File: src/rtl/rsp_nibble_deser.sv
// rtl/rsp_nibble_deser.sv - response pin nibble deserializer with word FIFO and valid/ready output
// Optional stall timeout: define RSP_NIBBLE_DESER_TIMEOUT_EN.
module rsp_nibble_deser #(
  parameter int DataWidth     = 32,
  parameter int NibWidth      = 4,
  parameter int FifoDepth     = 2,
  parameter int TimeoutCycles = 255
) (
  input  logic                 clk,
  input  logic                 rst,
  input  logic [NibWidth-1:0]  nib_i,
  input  logic                 nib_valid_i,
  output logic                 nib_ready_o,
  output logic [DataWidth-1:0] rsp_data_o,
  output logic                 rsp_valid_o,
  input  logic                 rsp_ready_i,
  output logic                 busy_o,
  output logic                 err_o
);

  localparam int Beats = DataWidth / NibWidth;
  localparam int BeatW = (Beats > 1) ? $clog2(Beats) : 1;
  localparam int PtrW  = (FifoDepth > 1) ? $clog2(FifoDepth) : 1;
  localparam int CntW  = $clog2(FifoDepth + 1);
  localparam logic [BeatW-1:0] LastBeat = BeatW'(Beats - 1);
  localparam logic [PtrW-1:0]  LastPtr  = PtrW'(FifoDepth - 1);
  localparam logic [CntW-1:0]  FullCnt  = CntW'(FifoDepth);

  logic [BeatW-1:0]     beat_cnt;
  logic [DataWidth-1:0] partial;
  logic [DataWidth-1:0] partial_nxt;
  logic [DataWidth-1:0] mem [FifoDepth];
  logic [DataWidth-1:0] head;
  logic [PtrW-1:0]      wr_ptr, rd_ptr, wr_ptr_inc, rd_ptr_inc;
  logic [CntW-1:0]      count;
  logic                 fifo_full, last_beat, accept, push, pop, abort;

  assign fifo_full   = (count == FullCnt);
  assign last_beat   = (beat_cnt == LastBeat);
  // Only the word-completing beat needs a free slot; earlier beats land in the partial register.
  assign nib_ready_o = !(fifo_full && last_beat);
  assign accept      = nib_valid_i && nib_ready_o;
  assign push        = accept && last_beat;
  assign rsp_valid_o = (count != '0);
  assign pop         = rsp_valid_o && rsp_ready_i;
  assign busy_o      = (beat_cnt != '0);
  assign rsp_data_o  = head;
  assign wr_ptr_inc  = (wr_ptr == LastPtr) ? '0 : wr_ptr + 1'b1;
  assign rd_ptr_inc  = (rd_ptr == LastPtr) ? '0 : rd_ptr + 1'b1;

  always_comb begin
    partial_nxt = partial;
    for (int b = 0; b < Beats; b++) begin
      if (beat_cnt == BeatW'(b)) partial_nxt[b*NibWidth +: NibWidth] = nib_i;
    end
  end

`ifdef RSP_NIBBLE_DESER_TIMEOUT_EN
  localparam int ToW = $clog2(TimeoutCycles + 1);
  logic [ToW-1:0] to_cnt;
  logic           err_q;

  assign abort = busy_o && !accept && (to_cnt == ToW'(TimeoutCycles - 1));
  assign err_o = err_q;

  always_ff @(posedge clk) begin
    if (rst) begin
      to_cnt <= '0;
      err_q  <= 1'b0;
    end else begin
      err_q <= abort;
      if (!busy_o || accept || abort) to_cnt <= '0;
      else                            to_cnt <= to_cnt + 1'b1;
    end
  end
`else
  assign abort = 1'b0;
  assign err_o = 1'b0;
`endif

  always_ff @(posedge clk) begin
    if (rst) begin
      beat_cnt <= '0;
      partial  <= '0;
    end else if (abort) begin
      beat_cnt <= '0;
      partial  <= '0;
    end else if (accept) begin
      beat_cnt <= last_beat ? '0 : beat_cnt + 1'b1;
      partial  <= last_beat ? '0 : partial_nxt;
    end
  end

  always_ff @(posedge clk) begin
    if (rst) begin
      for (int i = 0; i < FifoDepth; i++) mem[i] <= '0;
      wr_ptr <= '0;
      rd_ptr <= '0;
      count  <= '0;
      head   <= '0;
    end else begin
      if (push) begin
        mem[wr_ptr] <= partial_nxt;
        wr_ptr      <= wr_ptr_inc;
      end
      if (pop) rd_ptr <= rd_ptr_inc;
      if (push && !pop)      count <= count + 1'b1;
      else if (!push && pop) count <= count - 1'b1;
      // head mirrors the entry at rd_ptr and keeps its value once the FIFO drains
      if (pop) begin
        if (count > CntW'(1)) head <= mem[rd_ptr_inc];
        else if (push)        head <= partial_nxt;
      end else if (push && count == '0) begin
        head <= partial_nxt;
      end
    end
  end

endmodule
File: config.mk
export PLATFORM = sky130hd
export DESIGN_NAME = rsp_nibble_deser
export DESIGN_NICKNAME = d
export VERILOG_FILES = /design/src/rtl/rsp_nibble_deser.sv
export SDC_FILE = /design/constraint.sdc
export NUM_CORES = 1
export LEC_CHECK = 0
export CAP_MARGIN = 15
export CORE_MARGIN = 2
export CORE_UTILIZATION = 38
export CTS_BUF_LIST = sky130_fd_sc_hd__clkbuf_4 sky130_fd_sc_hd__clkbuf_8
export CTS_CLUSTER_SIZE = 28
export DETAILED_ROUTE_END_ITERATION = 6
export PLACE_DENSITY = 0.59
export SETUP_SLACK_MARGIN = 0.15
export SLEW_MARGIN = 20
export SYNTH_ARGS = -nofsm -noshare
export SYNTH_HDL_FRONTEND = slang
export SYNTH_SLANG_ARGS = --single-unit
File: constraint.sdc
create_clock -name clk -period 3.22 [get_ports clk]
set_clock_uncertainty 0.15 [all_clocks]
set_input_delay 0.644 -clock clk [delete_from_list [all_inputs] [get_ports clk]]
set_output_delay 0.644 -clock clk [all_outputs]
set_load 0.02 [all_outputs]
==> flow_summary.json, run 1 <==
{
  "status": "complete, no violations",
  "rsz0062_at_grt": "no",
  "numPortBuffers": 42,
  "drive_above_1_share_pct": 13.1,
  "dpl_cell_area_um2": 6840,
  "regToRegStartpoint": "beat_cnt[1]",
  "synth_top_area_share_pct": 31.1,
  "nets": 630,
  "place_inst": 808,
  "layout_min_cycle_time_ps": 2790,
  "routabilityCongestion": 0.725,
  "grt.overflow.total": 0,
  "p_total_uw": 3670,
  "n_antenna_cell": 0,
  "ys_ff_latch": 135,
  "layout.cells.non_filler": 840,
  "final-hold-violation-count": 0,
  "netlist_instances": 579,
  "p_per_area_nw_per_um2": 510,
  "drv_slew": 0,
  "grt_pass1_vias": 4410,
  "power_switching_uw": 948,
  "avgViaCountPerCell": 5.16,
  "antenna_left": 0,
  "post-synth-top-area-cell": "edfxtp_1",
  "wl_per_cell_um": 17.2,
  "dr.first_iter.drc_count": 334,
  "holdWs_ps": 312,
  "die_w_um": 132,
  "max_freq_mhz": 358,
  "core_area_um2": 15900,
  "startpoint_type": "flip-flop",
  "rr_worst_depth": 8,
  "die_y_um": 132,
  "ys_warn_count": 0,
  "crit_end": "nib_ready_o",
  "dr_total_vias": 4331,
  "required_ps": 2430,
  "multi_input_area_um2": 2610,
  "syn_area_per_cell_um2": 10.7,
  "wirelength_um": 14400,
  "grt_max_degree": 57,
  "crit_chain": "ha_1 -> ha_1 -> nand2_1 -> clkdlybuf4s50_1",
  "slowest_delay_ps": 610,
  "r2r-end": "rsp_data_o[29]",
  "synth_area_um2": 6190,
  "cts_resized": 0,
  "yosysMostFrequentCell": "nor2_1",
  "design_area_um2": 7200,
  "power.internal_uw": 2730,
  "crit_cells": 4,
  "cts.sinks": 135,
  "worstMarginPinSlew_ps": 833,
  "maxCapViolations": 0,
  "yosysUniqueCellTypes": 32,
  "cpMostUsedCell": "ha_1",
  "crit_arrival_ps": 2000,
  "initial_utilization_pct": 38.9,
  "cp_num_buf_inv": 1,
  "cts_buffers": 17,
  "slew_headroom_pct": 44.3,
  "ir_drop_uv": 257,
  "final.setup.tns_ps": 0,
  "path_max_fanout": 4,
  "cts.clk_slew.worst_paths_ps": 70,
  "clkPwrFrac_pct": 34.6,
  "synth_ff_type": "dfxtp_1",
  "htree_levels": 4,
  "yosys-top-cells-count": "nor2_1, mux2i_1, dfxtp_1",
  "clk_latency_ps": 450,
  "root_buffer": "clkbuf_8",
  "antenna_found_initial": 0,
  "synth_area_leaders": "edfxtp_1, dfxtp_1, mux2i_1",
  "critPathTopFamily": "buffers and inverters",
  "critPathKind": "reg -> out",
  "drt_first_pass_iters": 5,
  "cts_post_setup_buffers_inserted": 0,
  "ios": 44,
  "power_switching_share_pct": 25.8,
  "leakage_uw": 0.00251,
  "detailed_place_hpwl_um": 8380,
  "timing.final.crit_share_pct": 86.8,
  "syn-num-nets": 598,
  "seqCellArea_um2": 3340,
  "async_reset_ff_share_pct": 0,
  "ys_seq_area_share_pct": 54.0,
  "seq_power_share_pct": 51.4,
  "hold_buffers": 0,
  "fillers": 1534,
  "grt_usage_pct": 17.3,
  "cts_buffer_depth": 2,
  "dieArea_um2": 17300,
  "hold_path.startpoint": "partial[29]",
  "hp-class": "reg -> reg",
  "setup_viol": 0,
  "synth_edf_count": 64,
  "drc": 0,
  "synthToLayoutAreaGrowth_pct": 16.4,
  "end_kind": "output pin",
  "worst_setup_path_startpoint": "beat_cnt[0]",
  "slowest_stage": "clkdlybuf4s50_1",
  "r2r_slack_ps": 820,
  "grt_pass1_wl_um": 23300,
  "num_rows": 46,
  "combPwrFrac_pct": 14.0,
  "cts_tree": "yes"
}
## cells by family (layout without fill, tap and decap cells)
| logic type | count (synthesis) | count (layout) | share of synthesized area, % |
|---|---|---|---|
| AO/OA/AOI/OAI | 82 | 82 | 8.60 |
| buffers and inverters | 57 | 102 | 3.84 |
| multiplexers | 105 | 105 | 17.5 |
| AND/OR/NAND/NOR | 184 | 184 | 13.2 |
| XOR/XNOR | 4 | 4 | 0.566 |
| flip-flops | 135 | 135 | 54.0 |
| adder cells (fa/ha/maj) | 11 | 11 | 2.22 |
| other | 1 | 1 | 0.0606 |
## worst min path at each step
| stage | endpoint | cells after the start |
|---|---|---|
| after floorplan | partial[28] | 1 |
| after global placement | partial[31] | 1 |
| after detailed placement | partial[29] | 1 |
| after CTS | partial[31] | 1 |
| after global routing | partial[31] | 1 |
| final | partial[29] | 1 |
## routing by layer
layer | global-route usage, % | wire [um] | vias to the layer above
li1 | - | - | 2084
met4 | 7.07 | 229 | 0
met2 | 29.4 | 7170 | 82
met5 | 0 | 0 | -
met1 | 21.4 | 6610 | 2148
met3 | 3.74 | 425 | 17
## metrics by stage
stage / utilization [%] / setup WS (ps)
3_3_place_gp: 43.1 / 522
4_1_cts: 45.3 / 383
5_1_grt: 45.3 / 344
2_1_floorplan: - / 219
6_report: 45.3 / 425
3_5_place_dp: 43.1 / 477
## final cells by class
cell class,count,share of cell area (%)
clock inverter,4,0.313
timing repair buffer,61,8.10
tap,216,3.75
multi-input combinational,387,36.2
clock buffer,28,4.66
sequential,135,46.5
inverter,9,0.469
## power groups by stage
stage / combinational (uW) / clock [uW] / sequential, uW
after floorplan: 357 / 0 / 1920
after global placement: 509 / 0 / 1920
after detailed placement: 515 / 0 / 1930
after CTS: 518 / 1290 / 1890
after global routing: 554 / 1370 / 1900
final: 514 / 1270 / 1890
## flip-flops by register name, indices dropped and copies added (netlist names)
signal      flops
mem            64
partial        32
rsp_data_o     32
beat_cnt        3
count           2
rd_ptr          1
wr_ptr          1
## cell usage in the layout (no fill, tap or decap), types with 6 or more instances in the layout
master,netlist,layout
clkdlybuf4s50_1,0,41
clkbuf_4,0,8
a22oi_1,24,24
nand2_1,31,31
dfxtp_1,71,70
nand2b_1,27,27
mux2_2,24,24
a21oi_1,6,6
buf_4,2,17
inv_1,9,9
ha_1,11,11
nor2_1,109,109
mux2i_1,81,81
o22ai_1,24,24
clkbuf_8,0,20
o21ai_0,24,24
edfxtp_1,64,64
Power figures use the tool's default switching activity.
==> run 2, diff against run 1 <==
--- a/config.mk
+++ b/config.mk
@@ -7,11 +7,11 @@
 export LEC_CHECK = 0
 export CAP_MARGIN = 15
 export CORE_MARGIN = 2
-export CORE_UTILIZATION = 38
+export CORE_UTILIZATION = 50
 export CTS_BUF_LIST = sky130_fd_sc_hd__clkbuf_4 sky130_fd_sc_hd__clkbuf_8
 export CTS_CLUSTER_SIZE = 28
 export DETAILED_ROUTE_END_ITERATION = 6
-export PLACE_DENSITY = 0.59
+export PLACE_DENSITY = 0.73
 export SETUP_SLACK_MARGIN = 0.15
 export SLEW_MARGIN = 20
 export SYNTH_ARGS = -nofsm -noshare
==> run 2 against run 1 <==
  * The flow now finishes with violations (DRC)
  * Critical endpoint is now busy_o
  * Global-route usage up 4.9 points
  * Via count up 1.1%
  * Routed wire length is 2.8% lower
  * Largest power group unchanged
  * Final cell count decreased by 5.8%
  * Combinational power grew 0.8%
  * Core utilization up 14 points
  * Maximum frequency decreased by 4.8%
  * Critical path depth rose by 2
  * Sequential power about the same
  * Die area fell by 23%
  * Non-clock buffer count fell by 1
==> flow_summary.json, run 2 (synthesis gave the netlist of run 1 again) <==
{
  "status": "finished, violations left",
  "violations": "DRC",
  "design_area_um2": 7200,
  "drive_above_1_share_pct": 12.7,
  "layout.cells.non_filler": 791,
  "cp_num_buf_inv": 4,
  "clk_latency_ps": 440,
  "die_w_um": 115,
  "fillers": 985,
  "htree_levels": 4,
  "dpl_cell_area_um2": 6770,
  "dr_total_vias": 4380,
  "drt_first_pass_iters": 7,
  "routabilityCongestion": 0.781,
  "ios": 44,
  "r2r_slack_ps": 770,
  "initial_utilization_pct": 51.3,
  "slowest_delay_ps": 600,
  "final_cell_mix": "nor2_1, mux2i_1, dfxtp_1",
  "grt_max_degree": 57,
  "hold_depth": 1,
  "p_total_uw": 3920,
  "final-hold-violation-count": 0,
  "slew_headroom_pct": 46.5,
  "place_inst": 759,
  "largest-register": "mem",
  "crit_arrival_ps": 2140,
  "layout_commonest_cell": "nor2_1",
  "n_antenna_cell": 0,
  "path_max_fanout": 9,
  "startpoint_type": "flip-flop",
  "crit_chain": "inv_1 -> ha_1 -> nor2b_1 -> buf_4 -> inv_1 -> clkdlybuf4s50_1",
  "leakage_uw": 0.00254,
  "cts_buffers": 17,
  "drv_slew": 0,
  "worstMarginPinSlew_ps": 802,
  "critPathKind": "reg -> out",
  "antenna_left": 0,
  "setup_viol": 0,
  "layout_min_cycle_time_ps": 2940,
  "hold_buffers": 0,
  "largest_reg_flops": 64,
  "r2r-end": "rsp_data_o[30]",
  "synthToLayoutAreaGrowth_pct": 16.4,
  "cts.clk_slew.worst_paths_ps": 70,
  "grt.overflow.total": 0,
  "antenna_found_initial": 0,
  "grt_pass1_wl_um": 22400,
  "avgViaCountPerCell": 5.54,
  "rr_worst_depth": 8,
  "cts_buffer_depth": 2,
  "root_buffer": "clkbuf_8",
  "required_ps": 2430,
  "rsz0062_at_grt": "no",
  "max_freq_mhz": 341,
  "detailed_place_hpwl_um": 8410,
  "nets": 629,
  "worst_setup_path_startpoint": "beat_cnt[0]",
  "cts_resized": 0,
  "grt_pass1_vias": 4478,
  "cts_post_setup_buffers_inserted": 0,
  "final.setup.tns_ps": 0,
  "cts_tree": "yes",
  "critPathTopFamily": "buffers and inverters",
  "drc": 3,
  "cpMostUsedCell": "inv_1",
  "dieArea_um2": 13300,
  "core_area_um2": 12100,
  "ir_drop_uv": 242,
  "p_per_area_nw_per_um2": 544,
  "die_y_um": 115,
  "holdWs_ps": 320,
  "crit_cells": 6,
  "grt_usage_pct": 22.2,
  "crit_end": "busy_o",
  "hp-class": "reg -> reg",
  "cts.sinks": 135,
  "timing.final.crit_share_pct": 91.2,
  "maxCapViolations": 0,
  "slowest_stage": "clkdlybuf4s50_1",
  "end_kind": "output pin",
  "wirelength_um": 14000,
  "regToRegStartpoint": "beat_cnt[1]",
  "num_rows": 40,
  "dr.first_iter.drc_count": 259,
  "wl_per_cell_um": 17.7,
  "numPortBuffers": 42
}
-- run 2: cell types whose count changed in the layout (fill, tap and decap cells not counted) --
cell | previous run | this run
clkinvlp_4 | 1 | 0
buf_4 | 17 | 16
clkbuf_4 | 8 | 4
clkinv_4 | 0 | 1
clkinv_1 | 0 | 2
bufinv_16 | 0 | 4
clkbuf_8 | 20 | 18
-- run 2: area by class of cell --
type,count,area [um2],area share (%)
inverters,9,33.8,0.469
well taps,168,210,2.92
repair buffers,60,576,7.99
multi-input cells,387,2610,36.2
flip-flops and latches,135,3340,46.4
clock buffers,22,278,3.86
clock inverters,10,151,2.10
-- run 2: worst min-delay path by stage --
stage / slack [ps] / from / to
5_1_grt: 330 / partial[29] / partial[29]
3_5_place_dp: 290 / partial[29] / partial[29]
4_1_cts: 320 / partial[29] / partial[29]
2_1_floorplan: 280 / partial[28] / partial[28]
6_report: 320 / partial[31] / partial[31]
3_3_place_gp: 290 / partial[29] / partial[29]
-- run 2: stage by stage --
stage	worst slack, ps	util (%)
global route	202	59.7
global placement	519	56.2
detailed placement	454	56.2
floorplan	219	-
finish	283	59.7
CTS	268	59.7
-- run 2: worst register-to-register path: stages (launching register included) --
cell and delay (ps):
dfxtp_1 390, ha_1 210, ha_1 280, nand3b_4 170, ha_1 260, a221oi_4 280
buf_4 310, mux2i_1 230, nor2_1 60
-- run 2: per-layer routing --
metal	vias up	global-route usage, %	wire (um)
met5	-	0	0
met1	2160	27.7	6060
li1	2080	-	-
met3	24	4.53	541
met4	0	8.84	297
met2	116	37.9	7140
-- run 2: where the power goes --
group	switching (uW)	total, uW	leakage, uW	internal, uW
clock network	634	1530	0.000223	891
logic	305	518	0.00108	214
registers	30.0	1880	0.00123	1850
==> run 3, diff against run 2 <==
--- a/config.mk
+++ b/config.mk
@@ -5,12 +5,12 @@
 export SDC_FILE = /design/constraint.sdc
 export NUM_CORES = 1
 export LEC_CHECK = 0
-export CAP_MARGIN = 15
 export CORE_MARGIN = 2
 export CORE_UTILIZATION = 50
 export CTS_BUF_LIST = sky130_fd_sc_hd__clkbuf_4 sky130_fd_sc_hd__clkbuf_8
 export CTS_CLUSTER_SIZE = 28
 export DETAILED_ROUTE_END_ITERATION = 6
+export HOLD_SLACK_MARGIN = 0.05
 export PLACE_DENSITY = 0.73
 export SETUP_SLACK_MARGIN = 0.15
 export SLEW_MARGIN = 20
==> results of run 3 <==
The final DEF is identical to that of run 2; final timing and power are the same.
